[config.mk]
export PLATFORM = sky130hd
export DESIGN_NAME = nand_async_seq
export DESIGN_NICKNAME = d
export VERILOG_FILES = /design/src/rtl/nand_async_pkg.sv /design/src/rtl/nand_async_timer.sv /design/src/rtl/nand_async.sv
export SDC_FILE = /design/constraint.sdc
export NUM_CORES = 1
export LEC_CHECK = 0
export CORE_MARGIN = 2
export CORE_UTILIZATION = 45
export DETAILED_ROUTE_END_ITERATION = 16
export GPL_ROUTABILITY_DRIVEN = 0
export PLACE_DENSITY = 0.85
export SLEW_MARGIN = 20
export SYNTH_ARGS = -nofsm -noshare
export SYNTH_HDL_FRONTEND = slang
export SYNTH_SLANG_ARGS = --single-unit
[constraint.sdc]
create_clock -name v_clk0 -period 4.33 [get_ports v_clk0]
set_input_delay 1.0825 -clock v_clk0 [delete_from_list [all_inputs] [get_ports v_clk0]]
set_output_delay 1.0825 -clock v_clk0 [all_outputs]
set_load 0.005 [all_outputs]
[src/rtl/nand_async_pkg.sv]
// Shared definitions for the asynchronous NAND command/address/data sequencer.
// Holds the op encoding, the FSM state encoding and the phase counter width.
package nand_async_pkg;

  localparam int CNT_W = 4;

  typedef enum logic [1:0] {
    OP_CMD   = 2'd0,
    OP_ADDR  = 2'd1,
    OP_WRITE = 2'd2,
    OP_READ  = 2'd3
  } nand_op_e;

  typedef enum logic [2:0] {
    ST_IDLE  = 3'd0,
    ST_SETUP = 3'd1,
    ST_PULSE = 3'd2,
    ST_HOLD  = 3'd3,
    ST_DONE  = 3'd4
  } nand_state_e;

  // A phase lasting N cycles is entered with the counter at N-1 and left when it reads zero.
  function automatic logic [CNT_W-1:0] cnt_reload(input int cycles);
    return CNT_W'(cycles - 1);
  endfunction

endpackage

[src/rtl/nand_async_timer.sv]
// Loadable down-counter that saturates at zero; zero_o flags the final cycle of a phase.
module nand_async_timer
  import nand_async_pkg::*;
(
  input  logic             clk_i,
  input  logic             rst_i,
  input  logic             load_i,
  input  logic [CNT_W-1:0] load_val_i,
  output logic             zero_o
);

  logic [CNT_W-1:0] cnt_q;
  logic [CNT_W-1:0] cnt_d;

  always_comb begin
    cnt_d = cnt_q;
    if (load_i) begin
      cnt_d = load_val_i;
    end else if (cnt_q != '0) begin
      cnt_d = cnt_q - 1'b1;
    end
  end

  always_ff @(posedge clk_i) begin
    if (rst_i) begin
      cnt_q <= '0;
    end else begin
      cnt_q <= cnt_d;
    end
  end

  assign zero_o = (cnt_q == '0);

endmodule

[src/rtl/nand_async.sv]
// Single-beat asynchronous NAND bus sequencer: SETUP -> PULSE -> HOLD -> DONE per request.
// Every PHY-facing output is a flop loaded from the next-state decode.
module nand_async_seq
  import nand_async_pkg::*;
#(
  parameter int T_SETUP  = 2,
  parameter int T_WP     = 3,
  parameter int T_WH     = 2,
  parameter int DQ_WIDTH = 8
) (
  input  logic                v_clk0,
  input  logic                v_rst0,
  // Request: accepted on a rising edge where req_valid && req_ready; req_ready is high only in IDLE.
  input  logic                req_valid,
  output logic                req_ready,
  input  logic [1:0]          req_op,
  input  logic [DQ_WIDTH-1:0] req_data,
  input  logic                req_ce_sel,
  input  logic                cfg_wp_n,
  output logic                rsp_valid,
  output logic [DQ_WIDTH-1:0] rsp_data,
  output logic                v_ctrl_cle,
  output logic                v_ctrl_ale,
  output logic                v_ctrl_wrn,
  output logic                v_ctrl_wpn,
  output logic [1:0]          v_ctrl_cen,
  output logic                v_ctrl_wen,
  output logic                v_ctrl_wen_sel,
  output logic                v_dq_oe_n,
  output logic [DQ_WIDTH-1:0] v_wr_data_rise,
  output logic [DQ_WIDTH-1:0] v_wr_data_fall,
  input  logic [DQ_WIDTH-1:0] v_rd_data_comb,
  output logic [2:0]          dbg_state
);

  if (T_SETUP < 1 || T_SETUP > 15 || T_WP < 1 || T_WP > 15 || T_WH < 1 || T_WH > 15) begin : g_bad_timing
    $fatal(1, "nand_async_seq: T_SETUP/T_WP/T_WH must each be in 1..15");
  end

  localparam logic [CNT_W-1:0] LD_SETUP = cnt_reload(T_SETUP);
  localparam logic [CNT_W-1:0] LD_WP    = cnt_reload(T_WP);
  localparam logic [CNT_W-1:0] LD_WH    = cnt_reload(T_WH);

  nand_state_e         state_q, state_d;
  nand_op_e            op_q, op_d;
  logic [DQ_WIDTH-1:0] data_q, data_d;
  logic                ce_q, ce_d;

  logic                ready_q, ready_d;
  logic                cle_q, cle_d;
  logic                ale_q, ale_d;
  logic                wen_q, wen_d;
  logic                wrn_q, wrn_d;
  logic                wen_sel_q;
  logic                wpn_q;
  logic                oe_n_q, oe_n_d;
  logic [1:0]          cen_q, cen_d;
  logic [DQ_WIDTH-1:0] wdata_q, wdata_d;
  logic                rsp_valid_q, rsp_valid_d;
  logic [DQ_WIDTH-1:0] rsp_data_q;

  logic                accept;
  logic                tmr_load;
  logic [CNT_W-1:0]    tmr_load_val;
  logic                tmr_zero;
  logic                rd_capture;
  logic                active;
  logic                drive_dq;

  nand_async_timer u_timer (
    .clk_i      (v_clk0),
    .rst_i      (v_rst0),
    .load_i     (tmr_load),
    .load_val_i (tmr_load_val),
    .zero_o     (tmr_zero)
  );

  assign accept     = (state_q == ST_IDLE) && ready_q && req_valid;
  assign rd_capture = (state_q == ST_PULSE) && tmr_zero && (op_q == OP_READ);

  always_comb begin
    state_d      = state_q;
    tmr_load     = 1'b0;
    tmr_load_val = '0;
    case (state_q)
      ST_IDLE: begin
        if (accept) begin
          state_d      = ST_SETUP;
          tmr_load     = 1'b1;
          tmr_load_val = LD_SETUP;
        end
      end
      ST_SETUP: begin
        if (tmr_zero) begin
          state_d      = ST_PULSE;
          tmr_load     = 1'b1;
          tmr_load_val = LD_WP;
        end
      end
      ST_PULSE: begin
        if (tmr_zero) begin
          state_d      = ST_HOLD;
          tmr_load     = 1'b1;
          tmr_load_val = LD_WH;
        end
      end
      ST_HOLD: begin
        if (tmr_zero) begin
          state_d = ST_DONE;
        end
      end
      ST_DONE: state_d = ST_IDLE;
      default: state_d = ST_IDLE;
    endcase
  end

  // Request fields are captured only at acceptance and held for the whole transfer.
  always_comb begin
    op_d   = op_q;
    data_d = data_q;
    ce_d   = ce_q;
    if (accept) begin
      op_d   = nand_op_e'(req_op);
      data_d = req_data;
      ce_d   = req_ce_sel;
    end
  end

  always_comb begin
    active      = (state_d == ST_SETUP) || (state_d == ST_PULSE) || (state_d == ST_HOLD);
    drive_dq    = active && (op_d != OP_READ);
    cen_d       = 2'b11;
    if (active) begin
      cen_d[ce_d] = 1'b0;
    end
    cle_d       = active && (op_d == OP_CMD);
    ale_d       = active && (op_d == OP_ADDR);
    oe_n_d      = !drive_dq;
    wdata_d     = drive_dq ? data_d : '0;
    wen_d       = !((state_d == ST_PULSE) && (op_d != OP_READ));
    wrn_d       = !((state_d == ST_PULSE) && (op_d == OP_READ));
    ready_d     = (state_d == ST_IDLE);
    rsp_valid_d = (state_d == ST_DONE) && (op_d == OP_READ);
  end

  always_ff @(posedge v_clk0) begin
    if (v_rst0) begin
      state_q     <= ST_IDLE;
      op_q        <= OP_CMD;
      data_q      <= '0;
      ce_q        <= 1'b0;
      ready_q     <= 1'b0;
      cle_q       <= 1'b0;
      ale_q       <= 1'b0;
      wen_q       <= 1'b1;
      wrn_q       <= 1'b1;
      wen_sel_q   <= 1'b1;
      wpn_q       <= 1'b0;
      oe_n_q      <= 1'b1;
      cen_q       <= 2'b11;
      wdata_q     <= '0;
      rsp_valid_q <= 1'b0;
      rsp_data_q  <= '0;
    end else begin
      state_q     <= state_d;
      op_q        <= op_d;
      data_q      <= data_d;
      ce_q        <= ce_d;
      ready_q     <= ready_d;
      cle_q       <= cle_d;
      ale_q       <= ale_d;
      wen_q       <= wen_d;
      wrn_q       <= wrn_d;
      wen_sel_q   <= 1'b1;
      wpn_q       <= cfg_wp_n;
      oe_n_q      <= oe_n_d;
      cen_q       <= cen_d;
      wdata_q     <= wdata_d;
      rsp_valid_q <= rsp_valid_d;
      if (rd_capture) begin
        rsp_data_q <= v_rd_data_comb;
      end
    end
  end

  assign req_ready      = ready_q;
  assign rsp_valid      = rsp_valid_q;
  assign rsp_data       = rsp_data_q;
  assign v_ctrl_cle     = cle_q;
  assign v_ctrl_ale     = ale_q;
  assign v_ctrl_wrn     = wrn_q;
  assign v_ctrl_wpn     = wpn_q;
  assign v_ctrl_cen     = cen_q;
  assign v_ctrl_wen     = wen_q;
  assign v_ctrl_wen_sel = wen_sel_q;
  assign v_dq_oe_n      = oe_n_q;
  assign v_wr_data_rise = wdata_q;
  assign v_wr_data_fall = wdata_q;
  assign dbg_state      = state_q;

endmodule

* Word-level counts from Yosys, hierarchy flattened *
Index checks and enable logic that the tools add are counted.

word-level totals
  input bits = 23
  flip-flop bits (word level) = 44
  word-level logic and storage cells = 77
  output and inout bits = 38

operators by class
  reduce and logical (&&, ||, !) cells = 25
  add/subtract/negate cells = 1
  bitwise operators = 3
  multiplexer cells = 19
  magnitude comparators = 2
  equal/unequal tests = 11

operators with widths
  cell                 number
  $eq 3x2->1 const B   4
  $mux 3               4
  $pmux 3 s4           1
  $logic_and 1x1->1    11
  $mux 4               2
  $mux 8               1
  $eq 3x1->1 const B   2
  $logic_not 3->1      2
  $mux 1               6
  $pmux 2 s3           1
  $reduce_or 2->1      3
  $eq 2x2->1 const B   2
  $logic_not 4->1      1
  $mux 2               2
  $reduce_bool 4->1    1
  $sub 4x1->4 const B  1
  $eq 3x3->1 const B   1
  $logic_not 1->1      3
  $eq 2x1->1 const B   1
  $logic_not 2->1      1
  $logic_or 1x1->1     2
  $lt 1x2->1 const B   1
  $ne 2x2->1 const B   1
  $not 1->1            2
  5 further kinds      5

* Logic depth before layout (Yosys ltp) *
  depth in word-level cells = 11
  mapped depth = 7
  depth with buffers taken out = 6

* Cells and area by module *
From an unflattened synthesis, not the netlist that was laid out.

second synthesis, totals
  cells, all modules = 224
  area, all modules = 1953.1 sq um

modules (own cells, without submodules)
  module            sequential area each (sq um)  area an instance (sq um)  instances  cells an instance
  nand_async_seq    800.8                         1724.2                    1          200
  nand_async_timer  80.1                          229.0                     1          24

* Worst setup path after synthesis *
OpenSTA, ideal clock, no wires.

  path type = input to register
  start point = in req_valid
  end point = reg wdata_q[0] (netlist: v_wr_data_fall[0])
  stages on the path = 6
  slack = 2.187 ns
  path buffers = 2
  required time = 4.202 ns
  setup time = 0.128 ns
  data arrival time = 2.015 ns
  cells stage by stage = nand2_1 or3_1 buf_2 buf_4 mux2i_1 nor2_1

between the ends
  longest elaborated chain between the ends = 9
  elaborated cells on any way between the ends = 14
  those cells by class = eq/ne: 4; mux: 4; bitwise: 1; reduce/logical: 5

RTL lines
  item                                             RTL line           text
  start, declared                                  nand_async.sv:14   input logic req_valid,
  $logic_and 1x1->1 (*)                            nand_async.sv:78   assign accept = (state_q == ST_IDLE) && ready_q && req_valid;
  $mux 3                                           nand_async.sv:87   if (accept) begin
  $pmux 3 s4                                       nand_async.sv:85   case (state_q)
  $eq 3x1->1 / $eq 3x2->1 (equally long branches)  nand_async.sv:130  active = (state_d == ST_SETUP) || (state_d == ST_PULSE) || (state_d == ST_HOLD);
  $logic_or 1x1->1 (2 in a row)                    nand_async.sv:130
  $logic_and 1x1->1                                nand_async.sv:131  drive_dq = active && (op_d != OP_READ);
  $not 1->1 (no line)                              --
  $reduce_or 2->1 (no line)                        --
  end signal, assigned                             nand_async.sv:178  wdata_q <= wdata_d;
  end, declared                                    nand_async.sv:58   logic [DQ_WIDTH-1:0] wdata_q, wdata_d;

Every way passes the cells marked *; elsewhere a longest branch is shown, timed or not.
A chain may end at the register's enable or synchronous reset.

* Final worst setup path *
  start point = in req_valid
  end point = reg wdata_q[1] (netlist: v_wr_data_fall[1])

Same word-level chain as after synthesis.

==> results.md <==
* Status: completed
* Vias post-DR at 1,303
* Worst slew margin at 0.500
* Synth unique cells at 37
* WHS Path Cells at 2
* Core area at 3630 um2
* Worst-Skew Late Latency at 290 ps
* Layout Nets at 242
* Leakage at 0.000903 uW
* Tmin final at 2750 ps
* Number of max-cap violations at 0
* Post-CTS Resized at 0
* CTS max path bufs at 2
* Post-route ant nets at 0
* Synth Register Bits at 44
* Worst setup EP type: register
* Vias/cell at 4.88
* Worst vdd ir at 0.243 mV
* PnR worst setup slack at 1580 ps
* CP required at 4500 ps
* DRC at 0
* H-tree depth at 2
* Fill cells at 317
* Worst reg-to-reg setup slack at 2170 ps
* Initial antenna violation count at 0
* Met1 usage at 0.195
* Hold wc startpoint: data_q[3]
* Pre-Repair DR Iteration Count at 4
* Hold Path Class: register to register
* Register area at 881 um2
* Sequential share of the synthesized area at 0.521
* Type of the worst setup path: input pin to register
* Dpl hpwl at 2260 um
* Dpl ws at 1270 ps
* RSZ-0062 raised after global routing: false
* # Post-CTS Setup Buffers at 0
* Final hold viol count at 0
* Root Driver: clkbuf_8
* Yosys warns at 0
* R2r worst-path depth at 4
* Met2 GRT Util at 0.276
* CTS tree: yes
* Share of layout cells above drive strength 1 at 0.0639
* CP startpoint kind: input pin
* CTS Sinks at 44
* Number of global-route vias before repair at 1,193
* Initial core utilization at 0.465
* Final WL at 3320 um
* Max Fclk at 364 MHz
* Commonest non-fill, non-tap cell in the layout: clkdlybuf4s50_1
* Met3 Use GR at 0.0548
* Floorplan row count at 22
* Power per cell area at 489 nW/um2
* Remaining Overflow, GRT at 0
* Clk slew on worst S/H paths at 80 ps
* Worst R2R End: v_wr_data_fall[1]
* Gr usage total at 0.162
* Hold endpoint: v_wr_data_fall[3]
* Part of the cycle the worst path needs at 0.635
* IO Count at 61
* Measured slew at the worst slew-check pin at 750 ps
* CTS Buf Count at 5
* Cells after Synth at 168
* DIE HEIGHT at 65.3 um
* TNS Setup at 0 ps
* Area Overhead vs Synth at 39.6%
* Setup violations, final at 0
* Net Count, Synth at 192
* DRT iter0 DRCs at 69
* RR Startpoint: dbg_state[1]
* Multi-input logic area at 696 um2
* Crit-path max FO at 16
* Design area at 2360 um2
* CTS Hold Buffers Added at 0
* Die W at 65.3 um
* Ant. Diodes at 0
* DR WL/cell at 12.4 um
* GR peak layer: met2
* Leading cell types in the layout, fill and taps excluded: clkdlybuf4s50_1, dfxtp_1, nor2_1
* First-pass GRT wire length at 5350 um
* Mapped Area at 1690 um2
* # port buffers at 59
* Worst EP arrival at 2920 ps
* Die area at 4260 um2
* Post-Route Skew at 4.82 ps
* Placed Area at 2240 um2
* Slew Limit Fails at 0
* Synthesized area per cell at 10.1 um2
* Pin count of the biggest net entering global routing at 33
==> power by group <==
group          internal, uW  switching, uW  total (uW)
logic                   180            155         335
registers               458           46.1         504
clock network           174            141         315
total                   812            342        1150
==> per-layer routing <==
metal  wire length (um)  share of wire
met1               1520           0.46
met2               1560           0.47
met3                212          0.064
met4                 25         0.0075
met5                  0              0
==> stage by stage <==
| step | total power (uW) | hold slack (ps) | std cells | util |
|---|---|---|---|---|
| 6_report | 1150 | 495 | 267 | 0.649 |
| 5_1_grt | 1230 | 519 | 267 | 0.649 |
| 4_1_cts | 1160 | 498 | 267 | 0.649 |
| 3_5_place_dp | 847 | 464 | 259 | 0.617 |
| 3_3_place_gp | 838 | 470 | 259 | 0.617 |
| 2_1_floorplan | 733 | 447 | 168 | - |
==> sequential cells by signal (all words and copies together), names as in the netlist <==
name and cells:
data_q 8, rsp_data 8, v_wr_data_fall 8, u_timer.cnt_q 4, dbg_state 3, op_q 2, v_ctrl_cen 2, ce_q 1
req_ready 1, rsp_valid 1, v_ctrl_ale 1, v_ctrl_cle 1, v_ctrl_wen 1, v_ctrl_wpn 1, v_ctrl_wrn 1, v_dq_oe_n 1
==> how the worst max path moves through the flow <==
stage                          from                 to  slack, ps  cells past startpoint
after floorplan           req_valid  v_wr_data_fall[0]       2190                      6
after global placement    req_valid  v_wr_data_fall[2]       1330                      5
after detailed placement  req_valid  v_wr_data_fall[1]       1270                      5
after CTS                 req_valid  v_wr_data_fall[1]       1580                      5
after global routing      req_valid  v_wr_data_fall[3]       1470                      5
final                     req_valid  v_wr_data_fall[1]       1580                      5
==> kinds of logic (layout without fill, tap and decap cells) <==
family,after synthesis,in the layout,synth area share
other cells,1,1,0.00222
flops,44,44,0.521
xor+xnor,3,3,0.0156
compound gates,17,17,0.0711
mux,19,19,0.113
fa+ha+maj,1,1,0.00741
buf+inv,19,70,0.0667
simple gates,64,64,0.203
==> worst max-delay path, stage by stage <==
cell and delay [ps]:
clkdlybuf4s50_1 470, nand2_1 110, or3_1 650, o211ai_2 500, nor2_1 90
==> area by class of cell <==
type                    count  area share
inverters                   2     0.00318
clock inverters             3      0.0196
multi-input cells         105       0.295
clock buffers               5      0.0292
flip-flops and latches     44       0.374
well taps                  48      0.0255
repair buffers             60       0.254
==> cell usage after synthesis <==
master,count,area share
a2111oi_2,1,0.0089
a211o_1,1,0.0052
a211oi_1,2,0.0089
a21oi_1,3,0.0089
and2_1,1,0.0037
and4bb_2,1,0.0074
buf_1,1,0.0022
buf_2,2,0.0059
buf_4,10,0.044
clkbuf_1,3,0.0067
clkbuf_2,1,0.0030
conb_1,1,0.0022
dfxtp_1,44,0.52
ha_1,1,0.0074
inv_1,2,0.0044
mux2i_1,19,0.11
nand2_1,4,0.0089
nand2b_1,3,0.011
nand3b_1,2,0.0089
nor2_1,32,0.071
nor2b_1,1,0.0037
nor3_1,5,0.015
nor3b_1,3,0.013
nor4_1,3,0.011
nor4_4,1,0.013
o211ai_1,1,0.0044
o211ai_2,1,0.0074
o21ai_0,5,0.015
o21ai_1,1,0.0030
o311ai_1,1,0.0052
o31ai_1,1,0.0044
or2_1,2,0.0074
or2b_1,1,0.0044
or3_1,3,0.011
or3b_4,1,0.0067
or4bb_1,1,0.0067
xnor2_1,3,0.016
No activity file was read; power rests on OpenSTA's default activity.
